===== src/rtl/cocotb_array_pipe_pkg.sv =====
// cocotb_array_pipe_pkg: transform modes and entry-width helper for cocotb_array_pipe
package cocotb_array_pipe_pkg;
  typedef enum logic [1:0] {MODE_PASS, MODE_TRANSPOSE, MODE_REVERSE, MODE_INVERT} mode_e;
  localparam int MODE_W = 2;
  function automatic int entry_width(input int dim, input int w, input bit par);
    return dim * dim * w + MODE_W + (par ? dim * dim : 0);
  endfunction
endpackage


===== src/rtl/cocotb_array_pipe_fifo.sv =====
// cocotb_array_pipe_fifo: DEPTH x WIDTH flop FIFO with synchronous flush and occupancy count
module cocotb_array_pipe_fifo #(
  parameter int WIDTH = 8,
  parameter int DEPTH = 4
) (
  input  logic                       clk,
  input  logic                       rst,
  input  logic                       flush,
  input  logic                       wr_valid,
  output logic                       wr_ready,
  input  logic [WIDTH-1:0]           wr_data,
  output logic                       rd_valid,
  input  logic                       rd_ready,
  output logic [WIDTH-1:0]           rd_data,
  output logic [$clog2(DEPTH):0]     count
);
  localparam int AW = $clog2(DEPTH);
  localparam int CW = AW + 1;
  logic [WIDTH-1:0] mem [DEPTH];
  logic [AW-1:0] wptr, rptr;
  logic push, pop;
  assign wr_ready = count != CW'(DEPTH);
  assign rd_valid = count != '0;
  assign push = wr_valid && wr_ready;
  assign pop = rd_valid && rd_ready;
  assign rd_data = mem[rptr];
  // storage, pointers and count; flush drops any same-cycle push or pop
  always_ff @(posedge clk or posedge rst)
    if (rst) begin
      mem <= '{default: '0};
      wptr <= '0;
      rptr <= '0;
      count <= '0;
    end else if (flush) begin
      wptr <= '0;
      rptr <= '0;
      count <= '0;
    end else begin
      if (push) begin
        mem[wptr] <= wr_data;
        wptr <= wptr + AW'(1);
      end
      if (pop) rptr <= rptr + AW'(1);
      count <= count + CW'(push) - CW'(pop);
    end
endmodule


===== src/rtl/cocotb_array_pipe.sv =====
// cocotb_array_pipe: DIM x DIM array transform into a FIFO; COCOTB_ARRAY_PIPE_PARITY_EN adds out_parity
module cocotb_array_pipe
  import cocotb_array_pipe_pkg::*;
#(
  parameter int W = 3,
  parameter int DIM = 3,
  parameter int DEPTH = 4
) (
  input  logic                   clk,
  input  logic                   rst,
  input  logic                   flush,
  input  logic                   in_valid,
  output logic                   in_ready,
  input  logic [1:0]             in_mode,
  input  logic [W-1:0]           in_arr [DIM][DIM],
  output logic                   out_valid,
  input  logic                   out_ready,
  output logic [W-1:0]           out_arr [DIM][DIM],
  output logic [1:0]             out_mode,
  output logic [$clog2(DEPTH):0] out_count
`ifdef COCOTB_ARRAY_PIPE_PARITY_EN
  ,
  output logic [DIM*DIM-1:0]     out_parity
`endif
);
`ifdef COCOTB_ARRAY_PIPE_PARITY_EN
  localparam bit PAR = 1'b1;
`else
  localparam bit PAR = 1'b0;
`endif
  localparam int DW = DIM * DIM * W;
  localparam int WIDTH = entry_width(DIM, W, PAR);
  logic [WIDTH-1:0] wr_data, rd_data;
  mode_e mode;
  assign mode = mode_e'(in_mode);
  genvar r, c;
  for (r = 0; r < DIM; r++) begin : g_r
    for (c = 0; c < DIM; c++) begin : g_c
      logic [W-1:0] t;
      assign t = mode == MODE_TRANSPOSE ? in_arr[c][r] :
                 mode == MODE_REVERSE ? in_arr[DIM-1-r][DIM-1-c] :
                 mode == MODE_INVERT ? ~in_arr[r][c] : in_arr[r][c];
      assign wr_data[(r*DIM+c)*W +: W] = t;
      assign out_arr[r][c] = rd_data[(r*DIM+c)*W +: W];
`ifdef COCOTB_ARRAY_PIPE_PARITY_EN
      assign wr_data[DW+MODE_W+r*DIM+c] = ^t;
`endif
    end
  end
  assign wr_data[DW +: MODE_W] = in_mode;
  assign out_mode = rd_data[DW +: MODE_W];
`ifdef COCOTB_ARRAY_PIPE_PARITY_EN
  assign out_parity = rd_data[DW+MODE_W +: DIM*DIM];
`endif
  cocotb_array_pipe_fifo #(.WIDTH(WIDTH), .DEPTH(DEPTH)) u_fifo (
    .clk(clk),
    .rst(rst),
    .flush(flush),
    .wr_valid(in_valid),
    .wr_ready(in_ready),
    .wr_data(wr_data),
    .rd_valid(out_valid),
    .rd_ready(out_ready),
    .rd_data(rd_data),
    .count(out_count)
  );
endmodule


===== config.mk =====
export PLATFORM = sky130hd
export DESIGN_NAME = cocotb_array_pipe
export DESIGN_NICKNAME = d
export VERILOG_FILES = /design/src/rtl/cocotb_array_pipe_pkg.sv /design/src/rtl/cocotb_array_pipe_fifo.sv /design/src/rtl/cocotb_array_pipe.sv
export SDC_FILE = /design/constraint.sdc
export NUM_CORES = 1
export LEC_CHECK = 0
export ABC_AREA = 1
export CORE_AREA = 2 2 150 152
export CTS_CLUSTER_DIAMETER = 30
export DETAILED_ROUTE_END_ITERATION = 6
export DIE_AREA = 0 0 152 154
export GPL_ROUTABILITY_DRIVEN = 0
export HOLD_SLACK_MARGIN = 0.12
export SLEW_MARGIN = 30
export SYNTH_ARGS = -nofsm -noshare
export SYNTH_HDL_FRONTEND = slang
export SYNTH_SLANG_ARGS = --single-unit

===== constraint.sdc =====
create_clock -name clk -period 6.2 [get_ports clk]
set_input_delay 1.24 -clock clk [delete_from_list [all_inputs] [get_ports clk]]
set_output_delay 1.24 -clock clk [all_outputs]
set_load 0.01 [all_outputs]

# Yosys cells after proc, flatten, opt, wreduce, memory -nomap -nowiden
# Cells that the tools add are included.
# totals
in_bits	34
word_cells	75
output_inout_bits	34
reg_bits	123
# classes
n_eq_ne	4
n_mux	38
n_lt_le_gt_ge	3
reduce_logical	7
n_bitwise	12
add_sub_neg	4
# ops
cell	count
116-bit bitwise mux	1
29-bit two-way mux	3
3-bit two-way mux	28
29-bit binary-select mux with 2-bit select	1
29-bit demux with 2-bit select	1
3-bit inverter	9
2-bit two-way mux	4
3-bit greater-or-equal comparator (second input constant)	2
2-bit inverter with 3-bit output	2
2-bit by 1-bit adder with 2-bit output (second input constant)	2
2-bit == test (second input constant)	2
2-bit nonzero test	2
3-bit by 1-bit adder with 3-bit output	1
1-bit logical AND	3
3-bit by 1-bit less-than comparator with 1-bit output (second input constant)	1
3-bit != test (second input constant)	1
3-bit nonzero test	1
3-bit by 1-bit subtractor with 3-bit output	1
2-bit by 1-bit == test with 1-bit output (second input constant)	1
2-bit AND reduction	1
1-bit inverter	1

# Logic depth before layout (Yosys ltp)
# Gate-level depths: netlist (run 1).
# depth
depth_word	6
depth_mapped	11
depth_no_buf	11

# By module
# From an unflattened synthesis (run 1), not the netlist that was laid out.
# hier_totals
cells_unflattened	911
hier_area_um2	6776.5
# modules_own_cells
module	cells_per_inst	area_per_inst_um2	seq_area_each_um2	n_inst
cocotb_array_pipe_fifo	736	5989.5	3078.0	1
cocotb_array_pipe	175	787.0	0.0	1

# Worst setup path before layout (run 1)
# Ideal clock, no wire load.
# synth_path
kind	input port to flip-flop
startpoint	input port out_ready
endpoint	register u_fifo.count[2]
setup_time_ns	0.118
slack_ns	3.700
t_arrival_ns	2.382
stages	9
required_time_ns	6.082
path_cell_list	nand2_1 > inv_1 > ha_1 > inv_1 > ha_1 > inv_1 > fa_1 > xor2_1 > nor2_1
# synth_between
elab_chain_cells	3
# synth_lines
element	line_no	text
start, declared	cocotb_array_pipe.sv:17	input logic out_ready,
1-bit logical AND	cocotb_array_pipe_fifo.sv:25	assign pop = rd_valid && rd_ready;
3-bit by 1-bit subtractor with 3-bit output	cocotb_array_pipe_fifo.sv:44	count <= count + CW'(push) - CW'(pop);
3-bit two-way mux	cocotb_array_pipe_fifo.sv:34	end else if (flush) begin
end signal, assigned	cocotb_array_pipe_fifo.sv:44	
end, declared	cocotb_array_pipe_fifo.sv:15	output logic [$clog2(DEPTH):0] count
# Every way passes these cells.
# A chain may end at the register's enable or synchronous reset.

==> qor.yml, run 1 <==
sta:
  rsz0062_at_grt: "no"
  finalCritPeriodShare_pct: 76.36
  setup_viol_count_final: 0
  min_period_ns: 4.734
  fmaxAchievable_ghz: 0.2112
  hold_violations: 0
  finalMaxSlewViolations: 0
  clock_skew_ns: 0.005619
  worst_pin_slew_ns: 0.8472
  fin_setup_tns_ns: 0
  relSlewSlack_pct: 43.38
yosys:
  synth_seq_cells: 123
  postSynthCellCount: 892
  ys_seq_area_share_pct: 47.78
  synth.distinct_cells: 23
  synth.net_count: 933
  syn_avg_cell_area_um2: 7.222
  yosys_warnings: 0
  syn_area_mm2: 0.006442
critical_path:
  crit_top_cell: "buf_4"
  cpPeakStageDelay_ns: 0.87
  cp.arrival_ns: 3.49
  reg2reg_from: "u_fifo.rptr[0]$_DFFE_PP0P_"
  worst_ep_required_time_ns: 4.96
  path_max_fanout: 60
  timing.rr.end: "u_fifo.rptr[0]$_DFFE_PP0P_"
  startpoint_type: "flop"
  cp-end-kind: "primary output"
  path_cells: "buf_4 -> clkinv_1 -> buf_4 -> o21ai_0 -> o22ai_1 -> clkdlybuf4s50_1"
  r2r_slack_ns: 3.93
  criticalPathCategory: "reg -> out"
  ff2ff_path_depth: 4
  critPathSlowestCell: "clkinv_1"
clocking:
  cts_setup_buffers: 0
  hold_buffers: 0
  h-tree-depth: 4
  cts_inserted_buffers: 17
  root_buffer: "clkbuf_16"
  clk_latency_ns: 0.42
  cts_tree: "built"
  clock_path_buffers: 2
  clk_pin_slew_ns: 0.05
  clock-sinks: 123
  cts_resized: 0
routing:
  viasPerCell: 4.645
  wirelength_um: 18350
  dr.pass1.iters: 5
  vias: 5713
  drcViolationCount: 0
  drt-wirelength-per-cell_um: 14.92
  drt_iter0_drc: 372
  ant_nets: 0
grt:
  grt_pass1_wl_um: 30180
  grt_pass1_vias: 5558
  gr-total-overflow: 0
  grt_max_degree: 65
  grt_usage_pct: 16.28
  antenna_found_initial: 0
power:
  clock_power_share_pct: 27.0
  p_seq_share_pct: 36.3
  cellLeakagePower_nw: 4.111
  vdd_drop_max_mv: 0.2516
  power_density_mw_per_mm2: 467.2
  p_sw_mw: 1.271
  p_comb_share_pct: 36.7
  power_mw: 3.655
  p_sw_share_pct: 34.79
  p_int_mw: 2.383
final_layout:
  layout.nets: 978
  drive_above_1_share_pct: 5.474
  mostFrequentLayoutCells: "nand2_1 (452), dfrtp_1 (123), o21ai_0 (80), nor2_1 (75), clkdlybuf4s50_1 (67)"
  final_common_cell: "nand2_1"
  nFillCells: 2238
  diodes: 0
  area_growth_pct: 21.44
worst_hold_path:
  hold_end: "u_fifo.mem[77]$_DFFE_PP0P_"
  worstHoldStart: "u_fifo.mem[77]$_DFFE_PP0P_"
  hp-class: "reg -> reg"
  whs_path_depth: 2
floorplan:
  die_w_um: 152
  io_pins: 68
  die_area_mm2: 0.02341
  placementRows: 54
  start_util_pct: 29.70
  coreArea_mm2: 0.02169
  die_h_um: 154
place:
  portBuffers: 67
  dpl.hpwl_um: 11930
outcome:
  status: "completed"
flow_run:
  maxCapViolations: 0
[kinds of logic (layout without fill, tap and decap cells)]
logic type,count (synthesis),count (layout),share of synthesized area (%)
compound gates,109,109,9.031
xor+xnor,5,5,1.029
fa+ha+maj,7,7,1.476
buf+inv,100,158,7.535
flops,123,123,47.78
simple gates,548,548,33.15
[worst max-delay path by stage]
| stage | start | end | slack [ns] | depth (start not counted) |
|---|---|---|---|---|
| after floorplan | rst | u_fifo.count[0]$_DFF_PP0_ | 1.69 | 1 |
| after global placement | u_fifo.rptr[0]$_DFFE_PP0P_ | out_arr[19] | 2.11 | 6 |
| after detailed placement | u_fifo.rptr[0]$_DFFE_PP0P_ | out_arr[19] | 2.05 | 6 |
| after CTS | u_fifo.rptr[0]$_DFFE_PP0P_ | out_arr[19] | 1.59 | 6 |
| after global routing | u_fifo.rptr[0]$_DFFE_PP0P_ | out_arr[19] | 1.10 | 6 |
| final | u_fifo.rptr[0]$_DFFE_PP0P_ | out_arr[3] | 1.47 | 6 |
[power by group through the flow]
stage	sequential (mW)	clock, mW	combinational [mW]
final	1.33	0.985	1.34
after CTS	1.32	1.00	1.36
after detailed placement	1.33	0	1.36
after floorplan	1.29	0	0.808
after global placement	1.33	0	1.34
after global routing	1.37	1.04	1.53
[cells in the mapped netlist]
master	instances	area, um^2
nand2_1	452	1697
dfrtp_1	123	3078
o21ai_0	80	400.4
nor2_1	75	281.5
inv_1	48	180.2
o22ai_1	29	181.4
clkbuf_1	19	71.32
buf_2	13	65.06
buf_6	9	101.4
nand3_1	8	40.04
buf_4	7	52.55
ha_1	6	75.07
nand4_1	4	25.02
nor2_4	4	45.04
buf_1	3	11.26
xnor2_2	3	48.80
nor2_2	2	12.51
xor2_1	2	17.52
fa_1	1	20.02
inv_2	1	3.750
nand2_2	1	6.260
nand2_4	1	11.26
nand3_4	1	17.52
[stage by stage]
step	setup slack, ns	std cells	hold slack, ns	cell area [um^2]	util (%)
3_3_place_gp	2.113	1198	0.4573	7239	33.38
2_1_floorplan	1.689	892	0.4436	6442	-
3_5_place_dp	2.048	1198	0.4601	7239	33.38
5_1_grt	1.096	1230	0.4847	7824	36.07
6_report	1.466	1230	0.4712	7824	36.07
4_1_cts	1.593	1230	0.4747	7824	36.07
[metal layers]
metal | GRT usage (%) | up-vias | routed length [um]
li1 | - | 2850 | -
met1 | 21.98 | 2719 | 8631
met2 | 26.06 | 126 | 8634
met3 | 3.382 | 18 | 758
met4 | 5.652 | 0 | 323
met5 | 0 | - | 0
[state kept, by name (all words and copies together), names as in the netlist]
signal / cells
u_fifo.count: 3
u_fifo.mem: 116
u_fifo.wptr: 2
u_fifo.rptr: 2
[cell type report]
type	instances	area [um^2]	share of cell area, %
tap	280	350.3	4.478
timing repair buffer	77	745.7	9.531
multi-input combinational	669	2879	36.80
clock buffer	26	499.2	6.381
inverter	49	186.4	2.383
clock inverter	6	85.08	1.087
sequential	123	3078	39.34
[critical path: cells and delay by family (launching register included)]
family                 cells  cell delay, ns
buffers and inverters      4            2.40
AOI/OAI and AO/OA          2            0.33
DFF                        1            0.32
Note: power is estimated with default switching activity, not from simulation.
==> run 2: changes to the inputs <==
Clock period 6.2 ns to 4.9 ns, I/O delays scaled along.
==> qor.yml, run 2 (synthesized netlist as in run 1, its figures left out) <==
clocking:
  cts_setup_buffers: 0  # unchanged
  root_buffer: "clkbuf_16"
  clk_pin_slew_ns: 0.06  # about the same
  clock_path_buffers: 2  # unchanged
  hold_buffers: 0  # unchanged
  h-tree-depth: 4  # unchanged
  cts_resized: 0  # unchanged
  clk_latency_ns: 0.42  # about the same
  clock-sinks: 123  # unchanged
  cts_tree: "built"
  cts_inserted_buffers: 17  # unchanged
final_layout:
  layout.nets: 981  # +0.31%
  stdcell_area_mm2: 0.007878  # +0.69%
  regMostFlops: "u_fifo.mem"
  final_common_cell: "nand2_1"
  largest_register_ffs: 116  # unchanged
  diodes: 0  # unchanged
  nFillCells: 2234  # -0.18%
  drive_above_1_share_pct: 6.086  # +0.61 points
  reg.largest.list: "u_fifo.mem x116, u_fifo.count x3"
  area_growth_pct: 22.28
  mostFrequentLayoutCells: "nand2_1 (452), dfrtp_1 (123), o21ai_0 (80), nor2_1 (75), clkdlybuf4s50_1 (67)"
  utilization_pct: 36.32  # +0.25 points
grt:
  gr-total-overflow: 0  # unchanged
  antenna_found_initial: 0  # unchanged
  grt_max_degree: 62  # -4.6%
  grt_pass1_vias: 5612  # +0.97%
  grt_pass1_wl_um: 30950  # +2.6%
  grt_usage_pct: 16.71  # +0.42 points
routing:
  drcViolationCount: 0  # unchanged
  drt-wirelength-per-cell_um: 15.51  # +4.0%
  ant_nets: 0  # unchanged
  vias: 5814  # +1.8%
  drt_iter0_drc: 399  # +7.3%
  viasPerCell: 4.715  # +1.5%
  dr.pass1.iters: 5  # unchanged
  wirelength_um: 19120  # +4.2%
power:
  vdd_drop_max_mv: 0.3287  # +31%
  power_mw: 4.692  # +28%
  p_comb_share_pct: 35.9  # -0.8 points
  power_density_mw_per_mm2: 595.7  # +28%
  cellLeakagePower_nw: 4.141  # +0.72%
  clock_power_share_pct: 27.4  # +0.4 points
  p_seq_share_pct: 36.7  # +0.4 points
  p_int_mw: 3.042  # +28%
  p_sw_mw: 1.651  # +30%
  p_sw_share_pct: 35.17  # +0.39 points
sta:
  fin_hold_ws_ns: 0.4721  # +0.0008890 ns
  relSlewSlack_pct: 33.28  # -10 points
  setup_viol_count_final: 0  # unchanged
  worst_pin_slew_ns: 1.001  # +0.1536 ns
  fin_setup_tns_ns: 0  # unchanged
  clock_skew_ns: 0.005103  # -0.0005162 ns
  hold_violations: 0  # unchanged
  fmaxAchievable_ghz: 0.2607
  min_period_ns: 3.836
  rsz0062_at_grt: "no"
  finalMaxSlewViolations: 0  # unchanged
  finalCritPeriodShare_pct: 78.29
critical_path:
  path_cells: "buf_4 -> o21ai_0 -> o22ai_1 -> clkdlybuf4s50_1"
  cpPeakStageDelay_ns: 1.00  # +0.13 ns
  cp.arrival_ns: 2.86  # -0.63 ns
  cp-end-kind: "primary output"
  path_max_fanout: 32  # -47%
  worst_ep_required_time_ns: 3.92  # -1.04 ns
  startpoint_type: "flop"
  criticalPathCategory: "reg -> out"
  critPathSlowestCell: "dfrtp_1"
floorplan:
  io_pins: 68  # unchanged
  placementRows: 54  # unchanged
  die_h_um: 154  # unchanged
  die_w_um: 152  # unchanged
  die_area_mm2: 0.02341  # unchanged
  start_util_pct: 29.70  # unchanged
  coreArea_mm2: 0.02169  # unchanged
outcome:
  status: "completed"
place:
  dpl.hpwl_um: 11980  # +0.38%
  portBuffers: 67  # unchanged
  dpl_cell_area_mm2: 0.007274  # +0.48%
worst_hold_path:
  hp-class: "reg -> reg"
flow_run:
  maxCapViolations: 0  # unchanged
[run 2: changes by cell type in the layout (fill, tap and decap cells not counted), moves of 2 or more]
| cell | before | now |
|---|---|---|
| buf_4 | 10 | 12 |
| clkbuf_1 | 5 | 1 |
| clkbuf_8 | 4 | 2 |
| clkinv_2 | 2 | 5 |
[run 2: layer usage]
layer	global-route usage (%)	wire [um]
met5	0	0
met1	23.22	9084
met3	2.818	961
met4	5.385	224
met2	26.60	8851
[run 2: final timing paths]
kind	depth (start not counted)	endpoint	start	slack, ns
setup / recovery	4	out_mode[1]	u_fifo.rptr[0]$_DFFE_PP0P_	1.06
hold / removal	2	u_fifo.mem[68]$_DFFE_PP0P_	u_fifo.mem[68]$_DFFE_PP0P_	0.47
setup reg to reg	11	u_fifo.count[2]$_DFF_PP0_	u_fifo.count[1]$_DFF_PP0_	2.82
hold reg to reg	2	u_fifo.mem[68]$_DFFE_PP0P_	u_fifo.mem[68]$_DFFE_PP0P_	0.47
max in group asynchronous	3	u_fifo.mem[62]$_DFFE_PP0P_	rst	3.03
min in group asynchronous	2	u_fifo.mem[2]$_DFFE_PP0P_	rst	1.07
[run 2: cell type report]
class	count	area (um^2)	share of cell area (%)
Timing Repair Buffer	80	780.7	9.911
Multi-Input combinational cell	669	2879	36.55
Clock buffer	20	456.7	5.797
Sequential cell	123	3078	39.07
Clock inverter	12	146.4	1.858
Inverter	49	186.4	2.367
Tap cell	280	350.3	4.447
[run 2: through the flow]
stage               std cells  worst slack [ns]
global placement         1201             1.545
floorplan                 892            0.6491
CTS                      1233             1.046
global route             1233            0.9430
finish                   1233             1.064
detailed placement       1201             1.497
[run 2: power by group through the flow]
stage               combinational, mW  sequential [mW]  clock (mW)
floorplan                        1.02             1.63           0
global placement                 1.67             1.73           0
detailed placement               1.70             1.73           0
CTS                              1.71             1.72        1.30
global route                     1.90             1.78        1.35
finish                           1.68             1.72        1.29
[run 2: worst max-delay path, delay by kind of cell (launching register included)]
family / cells / cell delay, ns
flip-flops: 1 / 1.00
buffers and inverters: 2 / 1.07
AO/OA/AOI/OAI: 2 / 0.35
==> run 3: changes to the inputs <==
Clock period 4.9 ns to 3.45 ns, I/O delays scaled along.
==> qor.yml, run 3 (synthesized netlist as in run 1, its figures left out) <==
outcome:
  status: "completed"
power:
  cellLeakagePower_nw: 4.196  # +1.3%
  power_density_mw_per_mm2: 833.2  # +40%
  vdd_drop_max_mv: 0.3359  # +2.2%
final_layout:
  diodes: 0  # unchanged
  multiInputGateArea_mm2: 0.002879  # unchanged
  regMostFlops: "u_fifo.mem"
  seqCellArea_mm2: 0.003078  # unchanged
  nFillCells: 2253  # +0.85%
  layout.nets: 993  # +1.2%
  drive_above_1_share_pct: 6.950  # +0.86 points
  area_growth_pct: 23.69
  largest_register_ffs: 116  # unchanged
  mostFrequentLayoutCells: "nand2_1 (452), dfrtp_1 (123), o21ai_0 (80), nor2_1 (75), clkdlybuf4s50_1 (67)"
  reg.largest.list: "u_fifo.mem x116, u_fifo.count x3"
  final_common_cell: "nand2_1"
floorplan:
  placementRows: 54  # unchanged
  die_w_um: 152  # unchanged
  die_area_mm2: 0.02341  # unchanged
  io_pins: 68  # unchanged
  coreArea_mm2: 0.02169  # unchanged
  die_h_um: 154  # unchanged
  start_util_pct: 29.70  # unchanged
sta:
  setup_viol_count_final: 0  # unchanged
  clock_skew_ns: 0.006666  # +0.001563 ns
  worst_pin_slew_ns: 0.6899  # -0.3110 ns
  fmaxAchievable_ghz: 0.3417
  hold_violations: 0  # unchanged
  fin_hold_ws_ns: 0.4707  # -0.001385 ns
  rsz0062_at_grt: "no"
  fin_setup_tns_ns: 0  # unchanged
  finalMaxSlewViolations: 0  # unchanged
  finalCritPeriodShare_pct: 84.83
  min_period_ns: 2.927
  relSlewSlack_pct: 53.91  # +21 points
clocking:
  hold_buffers: 0  # unchanged
  cts_inserted_buffers: 17  # unchanged
  clock_path_buffers: 2  # unchanged
  clock-sinks: 123  # unchanged
  cts_setup_buffers: 0  # unchanged
  clk_latency_ns: 0.41  # about the same
  root_buffer: "clkbuf_16"
  cts_tree: "built"
  cts_resized: 0  # unchanged
  clk_pin_slew_ns: 0.05  # about the same
  h-tree-depth: 4  # unchanged
routing:
  viasPerCell: 4.650  # -1.4%
  wirelength_um: 18980  # -0.75%
  drt_iter0_drc: 446  # +12%
  dr.pass1.iters: 5  # unchanged
  vias: 5784  # -0.52%
  drt-wirelength-per-cell_um: 15.26  # -1.6%
  ant_nets: 0  # unchanged
  drcViolationCount: 0  # unchanged
critical_path:
  critPathSlowestCell: "clkdlybuf4s50_1"
  path_cells: "buf_4 -> inv_1 -> buf_4 -> o21ai_0 -> o22ai_1 -> clkdlybuf4s50_1"
  cp.arrival_ns: 2.24  # -0.62 ns
  cpPeakStageDelay_ns: 0.60  # -0.40 ns
  worst_ep_required_time_ns: 2.76  # -1.16 ns
  crit_top_cell: "buf_4"
  criticalPathCategory: "reg -> out"
  critical-path-top-delay-family: "buffers and inverters"
  path_max_fanout: 18  # -44%
  cp-end-kind: "primary output"
  worst-path-buf-inv: 4  # +2
  startpoint_type: "flop"
grt:
  grt_pass1_wl_um: 30860  # -0.29%
  antenna_found_initial: 0  # unchanged
  grt_max_degree: 41  # -34%
  gr-total-overflow: 0  # unchanged
  grt_usage_pct: 16.60  # -0.11 points
  met2_usage_pct: 26.45  # -0.15 points
  grt_pass1_vias: 5537  # -1.3%
  use_met3_pct: 2.875  # +0.056 points
  top_usage_layer: "met2"
  grtUsageMet1_pct: 23.60  # +0.38 points
worst_hold_path:
  hp-class: "reg -> reg"
flow_run:
  maxCapViolations: 0  # unchanged
place:
  dpl.hpwl_um: 11940  # -0.35%
  portBuffers: 67  # unchanged
## run 3: cell types whose count changed in the layout (fill, tap and decap cells not counted), moves of 2 or more
cell / before / now
clkbuf_8: 2 / 5
clkinv_2: 5 / 2
buf_4: 12 / 23
clkbuf_1: 1 / 3
## run 3: area by class of cell
type | instances | share of cell area, %
clock buffers | 25 | 6.343
clock inverters | 6 | 1.068
inverters | 49 | 2.355
multi-input cells | 669 | 36.13
flip-flops and latches | 123 | 38.62
well taps | 280 | 4.396
repair buffers | 92 | 11.08
## run 3: worst paths after layout
kind / start / end / slack, ns / depth (start not counted)
setup / recovery: u_fifo.rptr[1]$_DFFE_PP0P_ / out_arr[4] / 0.52 / 6
hold / removal: u_fifo.mem[82]$_DFFE_PP0P_ / u_fifo.mem[82]$_DFFE_PP0P_ / 0.47 / 2
setup reg to reg: u_fifo.count[1]$_DFF_PP0_ / u_fifo.count[2]$_DFF_PP0_ / 1.39 / 11
hold reg to reg: u_fifo.mem[82]$_DFFE_PP0P_ / u_fifo.mem[82]$_DFFE_PP0P_ / 0.47 / 2
max in group asynchronous: rst / u_fifo.mem[26]$_DFFE_PP0P_ / 2.06 / 3
min in group asynchronous: rst / u_fifo.mem[93]$_DFFE_PP0P_ / 0.74 / 2
## run 3: tightest hold or removal path: stages, from the launching register on
cell,delay (ns)
dfrtp_1,0.33
nand2_1,0.05
nand2_1,0.05
## run 3: power breakdown
part	switching, mW	internal, mW
logic	1.35	1.12
clock network	0.631	1.15
registers	0.335	2.06
## run 3: per-layer routing
metal  wire length (um)  up-vias
met2               8820      154
met4                198        0
met3                747       16
met1               9213     2735
met5                  0        -
li1                   -     2879
## run 3: per-stage QoR
| step | instances | power [mW] | worst slack [ns] | instance area (um^2) | utilization [%] |
|---|---|---|---|---|---|
| floorplan | 892 | 3.769 | 1.249 | 6446 | - |
| global placement | 1213 | 4.840 | 0.9642 | 7378 | 34.02 |
| detailed placement | 1213 | 4.875 | 0.9273 | 7378 | 34.02 |
| CTS | 1244 | 6.694 | 0.4824 | 7969 | 36.74 |
| global route | 1244 | 7.113 | 0.4149 | 7969 | 36.74 |
| finish | 1244 | 6.639 | 0.5233 | 7969 | 36.74 |
